**config.mk**
```make
export PLATFORM = sky130hd
export DESIGN_NAME = axi_res_tbl_assoc_flat
export DESIGN_NICKNAME = d
export VERILOG_FILES = /design/src/rtl/axi_res_pkg.sv /design/src/rtl/axi_res_tbl_assoc_if.sv /design/src/rtl/axi_res_slot_sel.sv /design/src/rtl/axi_res_tbl_assoc.sv /design/src/flat_wrapper.sv
export SDC_FILE = /design/constraint.sdc
export NUM_CORES = 1
export LEC_CHECK = 0
export CORE_UTILIZATION = 45
export DETAILED_ROUTE_END_ITERATION = 8
export DONT_BUFFER_PORTS = 1
export HOLD_SLACK_MARGIN = 0.15
export PLACE_DENSITY = 0.56
export REMOVE_ABC_BUFFERS = 1
export SYNTH_ARGS = -nofsm -noshare
export SYNTH_HDL_FRONTEND = slang
export SYNTH_SLANG_ARGS = --single-unit
```
**constraint.sdc**
```tcl
create_clock -name clk_i -period 3.3 [get_ports clk_i]
set_input_delay 0.33 -clock clk_i [delete_from_list [all_inputs] [get_ports clk_i]]
set_output_delay 0.33 -clock clk_i [all_outputs]
set_load 0.01 [all_outputs]
```
**src/rtl/axi_res_pkg.sv**
```systemverilog
// Shared types and helpers for the associative LR/SC reservation table.
// Entry field widths follow the default bus configuration below.
package axi_res_pkg;

  localparam int unsigned RES_ADDR_W       = 64;
  localparam int unsigned RES_ID_W         = 4;
  localparam int unsigned RES_GRANULE_BITS = 3;
  localparam int unsigned RES_TAG_W        = RES_ADDR_W - RES_GRANULE_BITS;
  // Age field is sized for the longest supported lifetime (TIMEOUT_CYCLES <= 65535).
  localparam int unsigned RES_AGE_W        = 16;

  typedef struct packed {
    logic                 valid;
    logic [RES_ID_W-1:0]  id;
    logic [RES_TAG_W-1:0] tag;
    logic [RES_AGE_W-1:0] age;
  } res_entry_t;

  function automatic logic [RES_TAG_W-1:0] granule_of(input logic [RES_ADDR_W-1:0] addr);
    return addr[RES_ADDR_W-1:RES_GRANULE_BITS];
  endfunction

endpackage

```
**src/rtl/axi_res_tbl_assoc_if.sv**
```systemverilog
// Request/grant bundle between the LR/SC/AMO decoder and the reservation table.
interface axi_res_tbl_assoc_if #(
  parameter int unsigned AXI_ADDR_WIDTH = 64,
  parameter int unsigned AXI_ID_WIDTH   = 4,
  parameter int unsigned N_ENTRIES      = 4
);
  localparam int unsigned OCC_W = $clog2(N_ENTRIES + 1);

  logic [AXI_ADDR_WIDTH-1:0] clr_addr_i;
  logic                      clr_req_i;
  logic                      clr_gnt_o;
  logic [AXI_ADDR_WIDTH-1:0] set_addr_i;
  logic [AXI_ID_WIDTH-1:0]   set_id_i;
  logic                      set_req_i;
  logic                      set_gnt_o;
  logic [AXI_ADDR_WIDTH-1:0] check_addr_i;
  logic [AXI_ID_WIDTH-1:0]   check_id_i;
  logic                      check_req_i;
  logic                      check_gnt_o;
  logic                      check_res_o;
  logic                      evict_o;
  logic [OCC_W-1:0]          occupancy_o;

  modport slave (
    input  clr_addr_i, clr_req_i, set_addr_i, set_id_i, set_req_i,
           check_addr_i, check_id_i, check_req_i,
    output clr_gnt_o, set_gnt_o, check_gnt_o, check_res_o, evict_o, occupancy_o
  );

  modport master (
    output clr_addr_i, clr_req_i, set_addr_i, set_id_i, set_req_i,
           check_addr_i, check_id_i, check_req_i,
    input  clr_gnt_o, set_gnt_o, check_gnt_o, check_res_o, evict_o, occupancy_o
  );

endinterface

```
**src/rtl/axi_res_slot_sel.sv**
```systemverilog
// Picks the slot an LR writes: same-ID entry, else lowest free, else round-robin victim.
module axi_res_slot_sel #(
  parameter int unsigned N_ENTRIES = 4,
  parameter int unsigned PTR_W     = 2
) (
  input  logic [N_ENTRIES-1:0] valid_i,
  input  logic [N_ENTRIES-1:0] id_match_i,
  input  logic [PTR_W-1:0]     rr_ptr_i,
  output logic [N_ENTRIES-1:0] slot_o,
  output logic                 evict_o
);

  always_comb begin
    slot_o  = '0;
    evict_o = 1'b0;
    // x & -x isolates the lowest set bit, giving a one-hot slot directly.
    if (|id_match_i) begin
      slot_o = id_match_i & (~id_match_i + N_ENTRIES'(1));
    end else if (!(&valid_i)) begin
      slot_o = ~valid_i & (valid_i + N_ENTRIES'(1));
    end else begin
      slot_o  = N_ENTRIES'(1) << rr_ptr_i;
      evict_o = 1'b1;
    end
  end

endmodule

```
**src/rtl/axi_res_tbl_assoc.sv**
```systemverilog
// Associative LR/SC reservation table: ID+granule tagged slots, RR eviction,
// optional expiry, and SC that always consumes the caller's reservation.
module axi_res_tbl_assoc
  import axi_res_pkg::*;
#(
  parameter int unsigned AXI_ADDR_WIDTH = RES_ADDR_W,
  parameter int unsigned AXI_ID_WIDTH   = RES_ID_W,
  parameter int unsigned N_ENTRIES      = 4,
  parameter int unsigned GRANULE_BITS   = RES_GRANULE_BITS,
  parameter int unsigned TIMEOUT_CYCLES = 0
) (
  input  logic               clk_i,
  input  logic               rst_i,
  axi_res_tbl_assoc_if.slave bus
);

  localparam int unsigned TAG_W = AXI_ADDR_WIDTH - GRANULE_BITS;
  localparam int unsigned OCC_W = $clog2(N_ENTRIES + 1);
  localparam int unsigned PTR_W = (N_ENTRIES > 1) ? $clog2(N_ENTRIES) : 1;

  res_entry_t           ent_q [N_ENTRIES];
  res_entry_t           ent_d [N_ENTRIES];
  logic [PTR_W-1:0]     rr_q, rr_d;
  logic                 evict_q, evict_d;
  logic [OCC_W-1:0]     occ_q, occ_d;

  logic                 clr_gnt, set_gnt, check_gnt;
  logic [TAG_W-1:0]     clr_tag, set_tag, check_tag;
  logic [N_ENTRIES-1:0] valid_vec, set_id_hit, check_id_hit, check_hit, clr_hit;
  logic [N_ENTRIES-1:0] set_slot;
  logic                 set_evict;

  assign clr_gnt   = bus.clr_req_i;
  assign set_gnt   = bus.set_req_i & ~bus.clr_req_i;
  assign check_gnt = bus.check_req_i & ~bus.clr_req_i & ~bus.set_req_i;

  assign clr_tag   = granule_of(bus.clr_addr_i);
  assign set_tag   = granule_of(bus.set_addr_i);
  assign check_tag = granule_of(bus.check_addr_i);

  always_comb begin
    valid_vec    = '0;
    set_id_hit   = '0;
    check_id_hit = '0;
    check_hit    = '0;
    clr_hit      = '0;
    for (int i = 0; i < N_ENTRIES; i++) begin
      valid_vec[i]    = ent_q[i].valid;
      set_id_hit[i]   = ent_q[i].valid && (ent_q[i].id == bus.set_id_i);
      check_id_hit[i] = ent_q[i].valid && (ent_q[i].id == bus.check_id_i);
      check_hit[i]    = check_id_hit[i] && (ent_q[i].tag == check_tag);
      clr_hit[i]      = ent_q[i].valid && (ent_q[i].tag == clr_tag);
    end
  end

  axi_res_slot_sel #(
    .N_ENTRIES (N_ENTRIES),
    .PTR_W     (PTR_W)
  ) u_slot_sel (
    .valid_i    (valid_vec),
    .id_match_i (set_id_hit),
    .rr_ptr_i   (rr_q),
    .slot_o     (set_slot),
    .evict_o    (set_evict)
  );

  assign bus.clr_gnt_o   = clr_gnt;
  assign bus.set_gnt_o   = set_gnt;
  assign bus.check_gnt_o = check_gnt;
  assign bus.check_res_o = check_gnt & (|check_hit);
  assign bus.evict_o     = evict_q;
  assign bus.occupancy_o = occ_q;

  // Expiry is applied first so a same-cycle set overwrite revives the slot with age 0.
  always_comb begin
    occ_d = '0;
    for (int i = 0; i < N_ENTRIES; i++) begin
      ent_d[i] = ent_q[i];
      if (TIMEOUT_CYCLES != 0 && ent_q[i].valid) begin
        if (ent_q[i].age == RES_AGE_W'(TIMEOUT_CYCLES - 1)) begin
          ent_d[i].valid = 1'b0;
        end else begin
          ent_d[i].age = ent_q[i].age + RES_AGE_W'(1);
        end
      end
      if (clr_gnt && clr_hit[i]) begin
        ent_d[i].valid = 1'b0;
      end
      if (check_gnt && check_id_hit[i]) begin
        ent_d[i].valid = 1'b0;
      end
      if (set_gnt && set_slot[i]) begin
        ent_d[i].valid = 1'b1;
        ent_d[i].id    = bus.set_id_i;
        ent_d[i].tag   = set_tag;
        ent_d[i].age   = '0;
      end
      occ_d = occ_d + OCC_W'(ent_d[i].valid);
    end
  end

  always_comb begin
    rr_d    = rr_q;
    evict_d = set_gnt & set_evict;
    if (evict_d) begin
      rr_d = (rr_q == PTR_W'(N_ENTRIES - 1)) ? '0 : rr_q + PTR_W'(1);
    end
  end

  always_ff @(posedge clk_i) begin
    if (rst_i) begin
      for (int i = 0; i < N_ENTRIES; i++) begin
        ent_q[i] <= '0;
      end
      rr_q    <= '0;
      evict_q <= 1'b0;
      occ_q   <= '0;
    end else begin
      for (int i = 0; i < N_ENTRIES; i++) begin
        ent_q[i] <= ent_d[i];
      end
      rr_q    <= rr_d;
      evict_q <= evict_d;
      occ_q   <= occ_d;
    end
  end

endmodule

```
**src/flat_wrapper.sv**
```systemverilog
// flat-port wrapper written by rule: the top's interface ports become plain ports
module axi_res_tbl_assoc_flat import axi_res_pkg::*;
#(
  parameter int unsigned AXI_ADDR_WIDTH = RES_ADDR_W,
  parameter int unsigned AXI_ID_WIDTH   = RES_ID_W,
  parameter int unsigned N_ENTRIES      = 4,
  parameter int unsigned GRANULE_BITS   = RES_GRANULE_BITS,
  parameter int unsigned TIMEOUT_CYCLES = 0
)
  (clk_i, rst_i, bus_clr_addr_i, bus_clr_req_i, bus_set_addr_i, bus_set_id_i, bus_set_req_i, bus_check_addr_i, bus_check_id_i, bus_check_req_i, bus_clr_gnt_o, bus_set_gnt_o, bus_check_gnt_o, bus_check_res_o, bus_evict_o, bus_occupancy_o);
  axi_res_tbl_assoc_if #(.AXI_ADDR_WIDTH(AXI_ADDR_WIDTH), .AXI_ID_WIDTH(AXI_ID_WIDTH), .N_ENTRIES(N_ENTRIES)) bus_i ();
  input  logic clk_i;
  input  logic rst_i;
  input wire logic [$bits(bus_i.clr_addr_i)-1:0] bus_clr_addr_i;
  input wire logic [$bits(bus_i.clr_req_i)-1:0] bus_clr_req_i;
  input wire logic [$bits(bus_i.set_addr_i)-1:0] bus_set_addr_i;
  input wire logic [$bits(bus_i.set_id_i)-1:0] bus_set_id_i;
  input wire logic [$bits(bus_i.set_req_i)-1:0] bus_set_req_i;
  input wire logic [$bits(bus_i.check_addr_i)-1:0] bus_check_addr_i;
  input wire logic [$bits(bus_i.check_id_i)-1:0] bus_check_id_i;
  input wire logic [$bits(bus_i.check_req_i)-1:0] bus_check_req_i;
  output wire logic [$bits(bus_i.clr_gnt_o)-1:0] bus_clr_gnt_o;
  output wire logic [$bits(bus_i.set_gnt_o)-1:0] bus_set_gnt_o;
  output wire logic [$bits(bus_i.check_gnt_o)-1:0] bus_check_gnt_o;
  output wire logic [$bits(bus_i.check_res_o)-1:0] bus_check_res_o;
  output wire logic [$bits(bus_i.evict_o)-1:0] bus_evict_o;
  output wire logic [$bits(bus_i.occupancy_o)-1:0] bus_occupancy_o;
  assign bus_i.clr_addr_i = bus_clr_addr_i;
  assign bus_i.clr_req_i = bus_clr_req_i;
  assign bus_i.set_addr_i = bus_set_addr_i;
  assign bus_i.set_id_i = bus_set_id_i;
  assign bus_i.set_req_i = bus_set_req_i;
  assign bus_i.check_addr_i = bus_check_addr_i;
  assign bus_i.check_id_i = bus_check_id_i;
  assign bus_i.check_req_i = bus_check_req_i;
  assign bus_clr_gnt_o = bus_i.clr_gnt_o;
  assign bus_set_gnt_o = bus_i.set_gnt_o;
  assign bus_check_gnt_o = bus_i.check_gnt_o;
  assign bus_check_res_o = bus_i.check_res_o;
  assign bus_evict_o = bus_i.evict_o;
  assign bus_occupancy_o = bus_i.occupancy_o;
  axi_res_tbl_assoc #(.AXI_ADDR_WIDTH(AXI_ADDR_WIDTH), .AXI_ID_WIDTH(AXI_ID_WIDTH), .N_ENTRIES(N_ENTRIES), .GRANULE_BITS(GRANULE_BITS), .TIMEOUT_CYCLES(TIMEOUT_CYCLES)) u_core (.clk_i(clk_i), .rst_i(rst_i), .bus(bus_i));
endmodule
```
==> impl_metrics.py <==
metrics = {
    "timing": {
        "hold_viol": 0,
        "setup_violations": 1,
        "skew_ps": 20.3,
        "worst_slack_ps": -23.3,
        "slew_headroom_pct": 31.1,
        "slew_viol_final": 0,
        "tns_ps": -23.3,
        "tightest_slew_ps": 1030,
        "rsz0062_at_grt": "no",
        "fin_crit_ps": 3320,
        "period_share_pct": 101,
        "fmax_ghz": 0.301,
    },
    "worst_setup_path": {
        "cpMaxStageDelayCell": "nor4_1",
        "cp.arrival_ps": 2990,
        "crit_type": "flop to primary output",
        "critPathCaptureType": "primary output",
        "crit_fanout": 2,
        "required_ps": 2970,
        "critPathLaunchType": "flop",
        "slowest_delay_ps": 620,
        "r2r_slack_ps": 20,
        "path_cells": "buf_4 > xnor2_1 > nand4_1 > nor4_1 > and3_1 > nand4_1 > a41oi_1 > buf_4",
    },
    "run": {
        "maxCapViolCount": 0,
    },
    "finish": {
        "layout_common_cells": "dfxtp_1, xnor2_1, mux2i_1, dlygate4sd3_1, xor2_1",
        "layout_commonest_cell": "dfxtp_1",
        "drive_gt1_share_pct": 8.33,
        "fin_nets": 2315,
        "area_delta_synth_final_pct": 23.3,
    },
    "detailed_routing": {
        "wire_per_inst_um": 31.6,
        "routed-via-count": 15534,
        "drt_first_pass_iters": 5,
        "drc": 0,
        "first_iter_violations": 1619,
        "ant_nets": 0,
        "finalWirelength_um": 82100,
        "via_per_inst": 5.99,
    },
    "clock_tree": {
        "clockBufferDepth": 3,
        "cts.sinks": 270,
        "clkTransAtPathRegs_ps": 60,
        "root_buffer": "clkbuf_16",
        "h-tree-depth": 2,
        "cts_setup_buffers": 0,
        "cts-buffers-inserted": 34,
        "clkLatencyLatePin_ps": 550,
        "cts_tree": "done",
    },
    "global_routing": {
        "grt_max_degree": 217,
        "grt-ovfl-total": 0,
        "antenna_found_initial": 6,
        "grt_first_pass_wirelength_um": 115000,
        "grt_pass1_vias": 15415,
        "grt.total_usage_pct": 42.8,
    },
    "placed_design": {
        "place.gp.congestion": 1.04,
        "port_buffers": 0,
        "pre_cts_slack_ps": -35.1,
        "dp_hpwl_um": 61100,
    },
    "floorplan": {
        "core_area_um2": 36600,
        "die_h_um": 195,
        "ios": 213,
        "initial_core_util_pct": 45.7,
        "dieWidth_um": 195,
        "placementRows": 70,
        "die-area_um2": 37900,
    },
    "logic_synthesis": {
        "synth_area_um2": 16700,
        "ys_seq_area_share_pct": 32.3,
        "synthCells": 1895,
        "netlist-cell-type-count": 52,
        "ys_ff_latch": 270,
        "ys_warn_count": 0,
        "synthFlopType": "dfxtp_1",
        "postSynthAreaPerCell_um2": 8.82,
        "synth-edff-count": 0,
        "async_flop_share_pct": 0,
    },
    "pwr": {
        "switchingPower_mw": 2.31,
        "power.internal_mw": 6.09,
        "power.total_mw": 8.41,
        "peakVddDrop_mv": 0.428,
        "clkPwrFrac_pct": 45.1,
        "swShare_pct": 27.5,
        "pwr_density_cell_nw_per_um2": 408,
        "seqPwrFrac_pct": 40.5,
        "p_leak_nw": 8.49,
        "combPwrFrac_pct": 14.4,
    },
    "run_status": {
        "violations": "negative setup slack",
        "status": "finished with violations",
    },
    "hold_path": {
        "min_path_type": "input pin to flop",
    },
}
## per-layer routing
layer | share of wire, % | global-route usage, %
met3 | 10 | 11.4
met1 | 41 | 55.6
met4 | 5.5 | 21.8
met2 | 43 | 65.1
met5 | 0.032 | 0
## logic make-up (layout without fill, tap and decap cells)
group | Yosys count | count (layout) | share of synthesized area (%)
adder cells (fa/ha/maj) | 7 | 7 | 0.569
other | 0 | 3 | 0
buffers and inverters | 187 | 416 | 5.16
AO/OA/AOI/OAI | 215 | 215 | 8.08
AND/OR/NAND/NOR | 579 | 579 | 19.0
multiplexers | 195 | 195 | 11.7
XOR/XNOR | 442 | 442 | 23.2
flip-flops | 270 | 270 | 32.3
## power groups by stage
stage | logic (mW) | registers, mW | clock network [mW]
2_1_floorplan | 0.572 | 3.45 | 0
3_3_place_gp | 1.02 | 3.47 | 0
3_5_place_dp | 1.01 | 3.47 | 0
4_1_cts | 1.18 | 3.40 | 3.79
5_1_grt | 1.24 | 3.41 | 3.90
6_report | 1.21 | 3.41 | 3.79
## through the flow
stage	cell area (um^2)	util, %	hold slack (ps)	std cells
after detailed placement	17600	48.0	421	2347
after global placement	17600	48.0	421	2347
after global routing	20600	56.3	255	2593
final	20600	56.3	220	2595
after CTS	20600	56.2	205	2592
after floorplan	16100	-	399	1771
## repair_timing
item                                   in CTS  in global routing
endpoints found under the hold margin     270                  0
hold buffers                              188                  0
cloned                                      0                  0
resized for setup                           1                  8
setup endpoints to repair                   1                  6
## registers in the layout, indices dropped and copies added, names as in the netlist
name,cells
u_core.bus.evict_o,1
u_core.rr_q,2
u_core.ent_q,264
u_core.bus.occupancy_o,3
## critical path: cells and delay by family, from the launching register on
kind                      cells  cell delay [ps]
AOI/OAI and AO/OA             1              200
buffers and inverters         2              310
and+or+nand+nor               4             1220
xor gates and xnor gates      1              410
DFF                           1              320
## layout make-up
class / instances / area (um^2)
diodes: 3 / 7.51
clock buffers: 49 / 998
clock inverters: 8 / 98.8
fillers: 3410 / 16000
inverters: 63 / 236
multi-input cells: 1438 / 10500
flip-flops and latches: 270 / 5410
well taps: 468 / 586
repair buffers: 296 / 2780
## Yosys cell counts, drive strengths merged, types with 6 or more instances
library cell / instances / area (um^2)
xor2: 177 / 1550
o21ai: 71 / 355
dfxtp: 270 / 5410
nand2: 16 / 60.1
o2111ai: 14 / 123
a21oi: 72 / 360
nand2b: 175 / 1090
nand3: 72 / 360
nor3: 11 / 60.1
clkbuf: 92 / 345
ha: 6 / 75.1
nor4: 67 / 434
a22o: 7 / 61.3
buf: 32 / 280
nor2: 136 / 513
o221ai: 13 / 114
inv: 63 / 236
xnor2: 265 / 2320
o22ai: 10 / 62.6
mux2i: 195 / 1950
nand4: 80 / 500
nor2b: 16 / 100
## final timing paths
path / start / endpoint / depth (start not counted)
max: u_core.ent_q[0][59] / bus_check_res_o / 8
min: bus_clr_req_i / u_core.ent_q[0][327] / 4
max reg2reg: u_core.ent_q[0][41] / u_core.bus.occupancy_o[1] / 10
min reg2reg: u_core.ent_q[0][80] / u_core.ent_q[0][80] / 2
Note: power is estimated with default switching activity, not from simulation.
